===== src/rtl/div_pkg.sv =====
// Shared types and constants for the sequential restoring divider.
package div_pkg;

  localparam int unsigned DEF_WIDTH = 16;

  // Quotient reported on divide-by-zero; wider than any WIDTH so a cast truncates to all ones
  localparam logic [63:0] DBZ_QUOT = '1;

  typedef enum logic [1:0] {
    IDLE = 2'd0,
    CALC = 2'd1,
    DONE = 2'd2
  } state_e;

endpackage


===== src/rtl/div_step.sv =====
// One combinational restoring-division step: trial subtract, keep or restore.
module div_step #(
  parameter int unsigned WIDTH = 16
) (
  input  logic [WIDTH-1:0] rem_in,
  input  logic             bit_in,
  input  logic [WIDTH-1:0] dvs,
  output logic [WIDTH-1:0] rem_c,
  output logic             q_bit_c
);

  logic [WIDTH:0] trial;

  always_comb begin
    trial   = {rem_in, bit_in} - {1'b0, dvs};
    q_bit_c = ~trial[WIDTH];
    rem_c   = q_bit_c ? trial[WIDTH-1:0] : {rem_in[WIDTH-2:0], bit_in};
  end

endmodule


===== src/rtl/seq_divider16.sv =====
// Iterative radix-2 restoring divider with valid/ready handshakes, one quotient bit per clock.
// Define SEQ_DIVIDER16_SIGNED_EN for two's-complement operands (truncation toward zero).
module seq_divider16
  import div_pkg::*;
#(
  parameter int unsigned WIDTH = DEF_WIDTH,
  parameter int unsigned CNT_W = 5
) (
  input  logic             clk,
  input  logic             rst_n,
  input  logic             in_valid,
  output logic             in_ready,
  input  logic [WIDTH-1:0] dividend,
  input  logic [WIDTH-1:0] divisor,
  output logic             out_valid,
  input  logic             out_ready,
  output logic [WIDTH-1:0] quotient,
  output logic [WIDTH-1:0] remainder,
  output logic             div_by_zero
);

  state_e           state_q, state_d;
  logic [WIDTH-1:0] r_q, r_d;
  logic [WIDTH-1:0] q_q, q_d;
  logic [WIDTH-1:0] dvs_q, dvs_d;
  logic [CNT_W-1:0] cnt_q, cnt_d;
  logic             in_ready_q, in_ready_d;
  logic             out_valid_q, out_valid_d;
  logic [WIDTH-1:0] quotient_q, quotient_d;
  logic [WIDTH-1:0] remainder_q, remainder_d;
  logic             dbz_q, dbz_d;

  logic [WIDTH-1:0] step_rem_c;
  logic             step_bit_c;
  logic [WIDTH-1:0] q_next_c;
  logic [WIDTH-1:0] dividend_mag_c;
  logic [WIDTH-1:0] divisor_mag_c;
  logic             accept_c;
  logic             consume_c;

`ifdef SEQ_DIVIDER16_SIGNED_EN
  logic quot_neg_q, quot_neg_d;
  logic rem_neg_q, rem_neg_d;
`endif

  div_step #(.WIDTH(WIDTH)) u_step (
    .rem_in  (r_q),
    .bit_in  (q_q[WIDTH-1]),
    .dvs     (dvs_q),
    .rem_c   (step_rem_c),
    .q_bit_c (step_bit_c)
  );

  // Next state, datapath and registered outputs
  always_comb begin
    state_d     = state_q;
    r_d         = r_q;
    q_d         = q_q;
    dvs_d       = dvs_q;
    cnt_d       = cnt_q;
    in_ready_d  = in_ready_q;
    out_valid_d = out_valid_q;
    quotient_d  = quotient_q;
    remainder_d = remainder_q;
    dbz_d       = dbz_q;
`ifdef SEQ_DIVIDER16_SIGNED_EN
    quot_neg_d  = quot_neg_q;
    rem_neg_d   = rem_neg_q;
    dividend_mag_c = dividend[WIDTH-1] ? (~dividend + WIDTH'(1)) : dividend;
    divisor_mag_c  = divisor[WIDTH-1]  ? (~divisor + WIDTH'(1))  : divisor;
`else
    dividend_mag_c = dividend;
    divisor_mag_c  = divisor;
`endif
    q_next_c  = {q_q[WIDTH-2:0], step_bit_c};
    accept_c  = in_valid && in_ready_q;
    consume_c = out_valid_q && out_ready;

    case (state_q)
      IDLE: begin
        if (accept_c) begin
          in_ready_d = 1'b0;
          if (divisor == '0) begin
            state_d     = DONE;
            quotient_d  = WIDTH'(DBZ_QUOT);
            remainder_d = dividend;
            dbz_d       = 1'b1;
          end else begin
            state_d = CALC;
            r_d     = '0;
            q_d     = dividend_mag_c;
            dvs_d   = divisor_mag_c;
            cnt_d   = CNT_W'(WIDTH);
            dbz_d   = 1'b0;
`ifdef SEQ_DIVIDER16_SIGNED_EN
            quot_neg_d = dividend[WIDTH-1] ^ divisor[WIDTH-1];
            rem_neg_d  = dividend[WIDTH-1];
`endif
          end
        end
      end
      CALC: begin
        r_d   = step_rem_c;
        q_d   = q_next_c;
        cnt_d = cnt_q - CNT_W'(1);
        if (cnt_q == CNT_W'(1)) begin
          state_d = DONE;
`ifdef SEQ_DIVIDER16_SIGNED_EN
          quotient_d  = quot_neg_q ? (~q_next_c + WIDTH'(1)) : q_next_c;
          remainder_d = rem_neg_q ? (~step_rem_c + WIDTH'(1)) : step_rem_c;
`else
          quotient_d  = q_next_c;
          remainder_d = step_rem_c;
`endif
        end
      end
      DONE: begin
        // Result registers settle on entry; valid is raised one cycle later
        out_valid_d = 1'b1;
        if (consume_c) begin
          state_d     = IDLE;
          out_valid_d = 1'b0;
          in_ready_d  = 1'b1;
        end
      end
      default: begin
        state_d     = IDLE;
        in_ready_d  = 1'b1;
        out_valid_d = 1'b0;
      end
    endcase
  end

  always_ff @(posedge clk) begin
    if (!rst_n) begin
      state_q     <= IDLE;
      r_q         <= '0;
      q_q         <= '0;
      dvs_q       <= '0;
      cnt_q       <= '0;
      in_ready_q  <= 1'b1;
      out_valid_q <= 1'b0;
      quotient_q  <= '0;
      remainder_q <= '0;
      dbz_q       <= 1'b0;
`ifdef SEQ_DIVIDER16_SIGNED_EN
      quot_neg_q  <= 1'b0;
      rem_neg_q   <= 1'b0;
`endif
    end else begin
      state_q     <= state_d;
      r_q         <= r_d;
      q_q         <= q_d;
      dvs_q       <= dvs_d;
      cnt_q       <= cnt_d;
      in_ready_q  <= in_ready_d;
      out_valid_q <= out_valid_d;
      quotient_q  <= quotient_d;
      remainder_q <= remainder_d;
      dbz_q       <= dbz_d;
`ifdef SEQ_DIVIDER16_SIGNED_EN
      quot_neg_q  <= quot_neg_d;
      rem_neg_q   <= rem_neg_d;
`endif
    end
  end

  assign in_ready    = in_ready_q;
  assign out_valid   = out_valid_q;
  assign quotient    = quotient_q;
  assign remainder   = remainder_q;
  assign div_by_zero = dbz_q;

endmodule


===== config.mk =====
export PLATFORM = sky130hd
export DESIGN_NAME = seq_divider16
export DESIGN_NICKNAME = d
export VERILOG_FILES = /design/src/rtl/div_pkg.sv /design/src/rtl/div_step.sv /design/src/rtl/seq_divider16.sv
export SDC_FILE = /design/constraint.sdc
export NUM_CORES = 1
export LEC_CHECK = 0
export ABC_AREA = 1
export CAP_MARGIN = 20
export CORE_ASPECT_RATIO = 0.6
export CORE_UTILIZATION = 55
export CTS_CLUSTER_SIZE = 24
export DETAILED_ROUTE_END_ITERATION = 16
export MAX_ROUTING_LAYER = met4
export PLACE_DENSITY = 0.85
export SLEW_MARGIN = 20
export SYNTH_ARGS = -nofsm -noshare
export SYNTH_HDL_FRONTEND = slang
export SYNTH_SLANG_ARGS = --single-unit

===== constraint.sdc =====
create_clock -name clk -period 2.51 [get_ports clk]
set_clock_uncertainty 0.1 [all_clocks]
set_input_delay 0.251 -clock clk [delete_from_list [all_inputs] [get_ports clk]]
set_output_delay 0.251 -clock clk [all_outputs]
set_load 0.05 [all_outputs]

==> flow_summary_export.csv, run 1 <==
group,metric,value,unit
clock_tree,cts_tree,"done",
floorplanning,die_w,128,um
synthesis,yosys_register_bits,90,
global_routing,grt_pass1_vias,4843,
route,drt_iter0_drc,492,
worst_hold_path,worstHoldPathCells,2,
synthesis,ys.flop_type,"dfxtp_1",
route,wire_per_inst,14.4,um
setup_path,reg2reg_from,"q_q[15]$_SDFFE_PN0P_",
sta,final_hold_viol_count,0,
global_routing,grt-busiest-layer,"met2",
placement,gp_congestion,0.955,
setup_path,critPathLaunchType,"register",
global_routing,grt_pass1_wl,22.6,mm
clock_tree,cts_made_buffers,9,
floorplanning,start_util,0.567,
synthesis,yosysUniqueCellTypes,37,
setup_path,r2r-end,"r_q[11]$_SDFFE_PN0P_",
clock_tree,insertion_delay,0.35,ns
synthesis,synthArstFlopShare,0,
power,power.density,1440,mW/mm2
global_routing,grt_overflow,0,
floorplanning,io_pins,71,
global_routing,use_met1,0.372,
clock_tree,cts_root_buf,"clkbuf_16",
synthesis,syn_area_per_cell,6.76,um2
worst_hold_path,min_path_type,"register to register",
floorplanning,fp-row-count,27,
synthesis,syn_area,0.00521,mm2
sta,holdWs,0.366,ns
route,ant_nets,0,
setup_path,cp-end-kind,"register",
worst_hold_path,hp-start,"quotient[15]$_SDFFE_PN0P_",
clock_tree,clkSlewWorstSetupHoldPaths,0.07,ns
floorplanning,die_area,0.00988,mm2
route,vias_per_cell,5.44,
placement,dp_slack,0.159,ns
synthesis,synth_edf_count,0,
sta,slew_viol_final,0,
route,drt-total-wl,13.8,mm
global_routing,antenna_found_initial,0,
run_status,outcome,"finished, final reports clean",
placement,hpwl,10.1,mm
sta,rsz0062_at_grt,"true",
placement,portBuffers,70,
sta,timing.final.ws_setup,0.0845,ns
setup_path,worstRegToRegCells,15,
sta,finalCriticalPeriod,2.43,ns
synthesis,synthCells,771,
setup_path,cp.required,2.69,ns
sta,tightestPinTransition,0.619,ns
synthesis,synth_nets,826,
clock_tree,clock_sinks,90,
setup_path,cp_data_arrival_time,2.61,ns
synthesis,ys_warn_count,0,
floorplanning,coreArea,0.00919,mm2
layout,n_antenna_cell,0,
layout,finalCoreUtilization,0.674,
route,num_vias,5233,
sta,clock.fmax,412,MHz
setup_path,critPathKind,"register to register",
floorplanning,die_y,77.4,um
sta,slew_headroom,0.588,
global_routing,grt_max_degree,51,
power,p_leak,2.90,nW
worst_hold_path,hold_end,"quotient[15]$_SDFFE_PN0P_",
clock_tree,clockBufferDepth,2,
route,drc_errors,0,
power,ir_drop,0.950,mV
route,first_pass_iters,5,
flow_run,cap_violations,0,
sta,fin_crit_sh,0.966,
layout,syn_to_final_growth,18.9,%
clock_tree,h-tree-depth,3,
global_routing,grt_util_met2,0.466,
layout,drive_gt1_frac,0.0865,
sta,finalSetupViolCount,0,
setup_path,cp_max_fo,8,
global_routing,grt_usage,0.296,
layout,fin_nets,883,
synthesis,seq_area_frac_synth,0.346,
global_routing,use_met3,0.0828,
setup_path,r2r_slack,0.08,ns
-- timing repair --
action,in CTS,in global routing
gates resized for setup,0,0
endpoints found under the setup margin,0,18
hold buffers,0,0
setup buffers,0,0
-- critical path, stage by stage, from the launching register on --
cell and delay (ns):
dfxtp_1 0.34, inv_1 0.07, ha_1 0.14, inv_1 0.08, fa_1 0.41, nand2_1 0.10
nand2_1 0.09, nand3_2 0.08, nand2_2 0.07, nand2_2 0.09, nand3_1 0.16, nand2_2 0.29
nand3_2 0.12, nand3_1 0.09, nand2_1 0.05, inv_1 0.08
-- placed cells by master, fill, tap and decap left out, types with 7 or more instances in the layout --
cell type        count
buf_4                8
dfxtp_1             90
nor2_1              66
nand3_2             19
a31oi_1             16
clkbuf_16            9
nand2_2             12
o21ai_1             18
o21ai_0             33
nand2_1            194
a21oi_1             60
nand3_1             67
clkdlybuf4s50_1     70
inv_1              108
ha_1                18
xor2_1               7
-- worst max path at each step --
stage	startpoint	end
floorplan	q_q[15]$_SDFFE_PN0P_	remainder[15]$_SDFFE_PN0P_
global placement	q_q[15]$_SDFFE_PN0P_	remainder[2]$_SDFFE_PN0P_
detailed placement	q_q[15]$_SDFFE_PN0P_	r_q[13]$_SDFFE_PN0P_
CTS	q_q[15]$_SDFFE_PN0P_	remainder[10]$_SDFFE_PN0P_
global route	q_q[15]$_SDFFE_PN0P_	remainder[8]$_SDFFE_PN0P_
finish	q_q[15]$_SDFFE_PN0P_	r_q[11]$_SDFFE_PN0P_
-- layer usage --
layer,up-vias,wire [um]
li1,2569,-
met1,2416,6310
met2,221,6130
met3,27,1210
met4,0,204
met5,-,0
-- flip-flops by register name (all words and copies together) (netlist names) --
| name | flops |
|---|---|
| cnt_q | 5 |
| state_q | 2 |
| q_q | 16 |
| remainder | 16 |
| out_valid | 1 |
| div_by_zero | 1 |
| dvs_q | 16 |
| quotient | 16 |
| r_q | 16 |
| in_ready | 1 |
-- kinds of logic after synthesis --
group,Yosys count,share of synthesized area
AND/OR/NAND/NOR,376,0.332
XOR/XNOR,7,0.0118
flip-flops,90,0.346
AO/OA/AOI/OAI,130,0.131
buffers and inverters,149,0.133
adder cells (fa/ha/maj),19,0.0470
-- Yosys cell counts (all sizes together) (3+ instances only) --
library cell	number	share of area
nand2	206	0.16
nor2	72	0.059
and2	4	0.0048
o21ai	51	0.049
a21oi	62	0.061
nand3	87	0.10
inv	113	0.082
clkbuf	14	0.016
a31oi	16	0.019
xor2	7	0.012
nand4	3	0.0036
buf	21	0.034
ha	18	0.043
dfxtp	90	0.35
-- report_power, final --
part,switching (mW),leakage (nW),internal [mW],total (mW)
clock,0.577,0.142,0.769,1.35
sequential,0.331,0.738,1.95,2.28
combinational,3.65,2.02,1.64,5.29
-- layout make-up --
| type | instances | area [um2] |
|---|---|---|
| clock inverters | 6 | 65.1 |
| well taps | 130 | 163 |
| repair buffers | 79 | 781 |
| flip-flops and latches | 90 | 1800 |
| clock buffers | 9 | 225 |
| inverters | 114 | 430 |
| multi-input cells | 534 | 2730 |
| fillers | 814 | 2990 |
-- per-stage QoR --
stage	cells	power [mW]	instance area, um2	TNS (ns)
finish	962	8.92	6200	0
global route	962	9.51	6200	-0.702
CTS	960	8.79	6180	0
detailed placement	945	7.41	5890	0
global placement	945	7.25	5890	0
floorplan	771	6.33	5210	0
(Power assumes the default switching activity.)
==> run 2, diff against run 1 <==
- CORE_MARGIN: unset -> 2
- SKIP_LAST_GASP: unset -> 1
==> flow_summary_export.csv, run 2 (same netlist as run 1, synthesis figures left out) <==
group,metric,value,unit
clock_tree,cts_resized,0,
route,first_pass_iters,6,
clock_tree,cts_tree,"done",
clock_tree,clockBufferDepth,2,
placement,portBuffers,70,
layout,layout_commonest_cell,"nand2_1",
global_routing,antenna_found_initial,0,
sta,fin_crit_sh,0.957,
floorplanning,coreArea,0.00919,mm2
clock_tree,insertion_delay,0.34,ns
floorplanning,fp-row-count,27,
route,drc_errors,0,
worst_hold_path,hold_end,"quotient[10]$_SDFFE_PN0P_",
layout,design_area,0.00619,mm2
setup_path,cp-end-kind,"register",
sta,clock.fmax,416,MHz
run_status,outcome,"finished, final reports clean",
sta,finalCriticalPeriod,2.40,ns
setup_path,r2r_slack,0.11,ns
route,vias_per_cell,5.28,
sta,final_hold_viol_count,0,
setup_path,cp.required,2.70,ns
floorplanning,die_y,79.4,um
power,power,8.79,mW
global_routing,grt_pass1_wl,22.1,mm
power,p_leak,2.89,nW
floorplanning,die_area,0.0103,mm2
sta,tns,0,ns
sta,rsz0062_at_grt,"true",
layout,drive_gt1_frac,0.0864,
route,num_vias,5089,
clock_tree,cts_hold_buf,0,
floorplanning,start_util,0.567,
global_routing,grt_max_degree,51,
route,wire_per_inst,14.1,um
floorplanning,die_w,130,um
clock_tree,clock_sinks,90,
layout,n_antenna_cell,0,
setup_path,cp_max_fo,17,
setup_path,critPathKind,"register to register",
sta,slew_viol_final,0,
power,power.density,1420,mW/mm2
placement,place_area,0.00589,mm2
setup_path,critPathLaunchType,"register",
layout,final_cell_mix,"nand2_1 (194), inv_1 (108), dfxtp_1 (90), clkdlybuf4s50_1 (70), nand3_1 (67)",
clock_tree,cts_made_buffers,9,
placement,hpwl,10.0,mm
setup_path,r2r-end,"r_q[11]$_SDFFE_PN0P_",
setup_path,reg2reg_from,"q_q[15]$_SDFFE_PN0P_",
layout,fin_nets,883,
layout,syn_to_final_growth,18.7,%
sta,finalSetupViolCount,0,
route,drt-total-wl,13.6,mm
clock_tree,cts_root_buf,"clkbuf_16",
route,ant_nets,0,
sta,tightestPinTransition,0.604,ns
setup_path,cp_data_arrival_time,2.59,ns
global_routing,grt_usage,0.280,
clock_tree,h-tree-depth,3,
clock_tree,clkSlewWorstSetupHoldPaths,0.06,ns
worst_hold_path,min_path_type,"register to register",
flow_run,cap_violations,0,
setup_path,worstRegToRegCells,15,
route,drt_iter0_drc,509,
worst_hold_path,hp-start,"quotient[10]$_SDFFE_PN0P_",
floorplanning,io_pins,71,
power,ir_drop,1.01,mV
worst_hold_path,worstHoldPathCells,2,
global_routing,grt_overflow,0,
global_routing,grt_pass1_vias,4688,
placement,gp_congestion,0.965,
sta,slew_headroom,0.597,
clock_tree,cts_setup_buffers,0,
run 2: cell count changes in the layout (fill, tap and decap cells not counted):
| cell | change |
|---|---|
| nand2_2 | -2 |
| clkinv_2 | -2 |
| buf_4 | +2 |
| inv_6 | -1 |
| clkbuf_8 | +1 |
| clkbuf_1 | +1 |
| clkinvlp_4 | +3 |
| bufinv_16 | -1 |
run 2: per-stage QoR:
step                cells  utilization  hold slack (ns)  setup WS [ns]
detailed placement    945        0.641            0.357          0.151
global route          963        0.674            0.384        -0.0303
finish                963        0.674            0.364          0.109
CTS                   961        0.672            0.367          0.109
global placement      945        0.641            0.350          0.282
floorplan             771            -            0.286          0.457
run 2: how the worst max path moves through the flow:
stage               cells past startpoint                 start                          to  slack [ns]
floorplan                              17  q_q[15]$_SDFFE_PN0P_  remainder[15]$_SDFFE_PN0P_        0.46
global placement                       15  q_q[15]$_SDFFE_PN0P_         r_q[0]$_SDFFE_PN0P_        0.28
detailed placement                     15  q_q[15]$_SDFFE_PN0P_         r_q[9]$_SDFFE_PN0P_        0.15
CTS                                    15  q_q[15]$_SDFFE_PN0P_         r_q[9]$_SDFFE_PN0P_        0.11
global route                           15  q_q[15]$_SDFFE_PN0P_         r_q[9]$_SDFFE_PN0P_       -0.03
finish                                 15  q_q[15]$_SDFFE_PN0P_        r_q[11]$_SDFFE_PN0P_        0.11
run 2: power by group:
group          switching (mW)  internal, mW
clock network           0.566         0.701
registers               0.326          1.95
logic                    3.59          1.67
total                    4.48          4.31
run 2: worst max-delay path: stages (launching register included):
cell and delay [ns]:
dfxtp_1 0.34, inv_1 0.08, ha_1 0.14, inv_1 0.07, fa_1 0.40, nand2_1 0.10
nand2_1 0.09, nand3_2 0.09, nand2_2 0.07, nand2_2 0.08, nand3_1 0.12, nand2_4 0.23
nand3_2 0.14, nand3_1 0.16, nand2_1 0.07, inv_1 0.08
run 2: cell type report:
class | instances | area [um2]
well taps | 130 | 163
flip-flops and latches | 90 | 1800
clock buffers | 11 | 243
clock inverters | 5 | 38.8
inverters | 114 | 430
multi-input cells | 532 | 2720
fillers | 832 | 3000
repair buffers | 81 | 796
run 2: layer usage:
metal  wire (um)  up-vias  part of all wire  global-route usage
met5           0        -                 0                   -
met4         286        0             0.021              0.0914
met3        1080       30             0.080              0.0462
met2        5860      212              0.43               0.429
met1        6340     2289              0.47               0.380
li1            -     2558                 -                   -
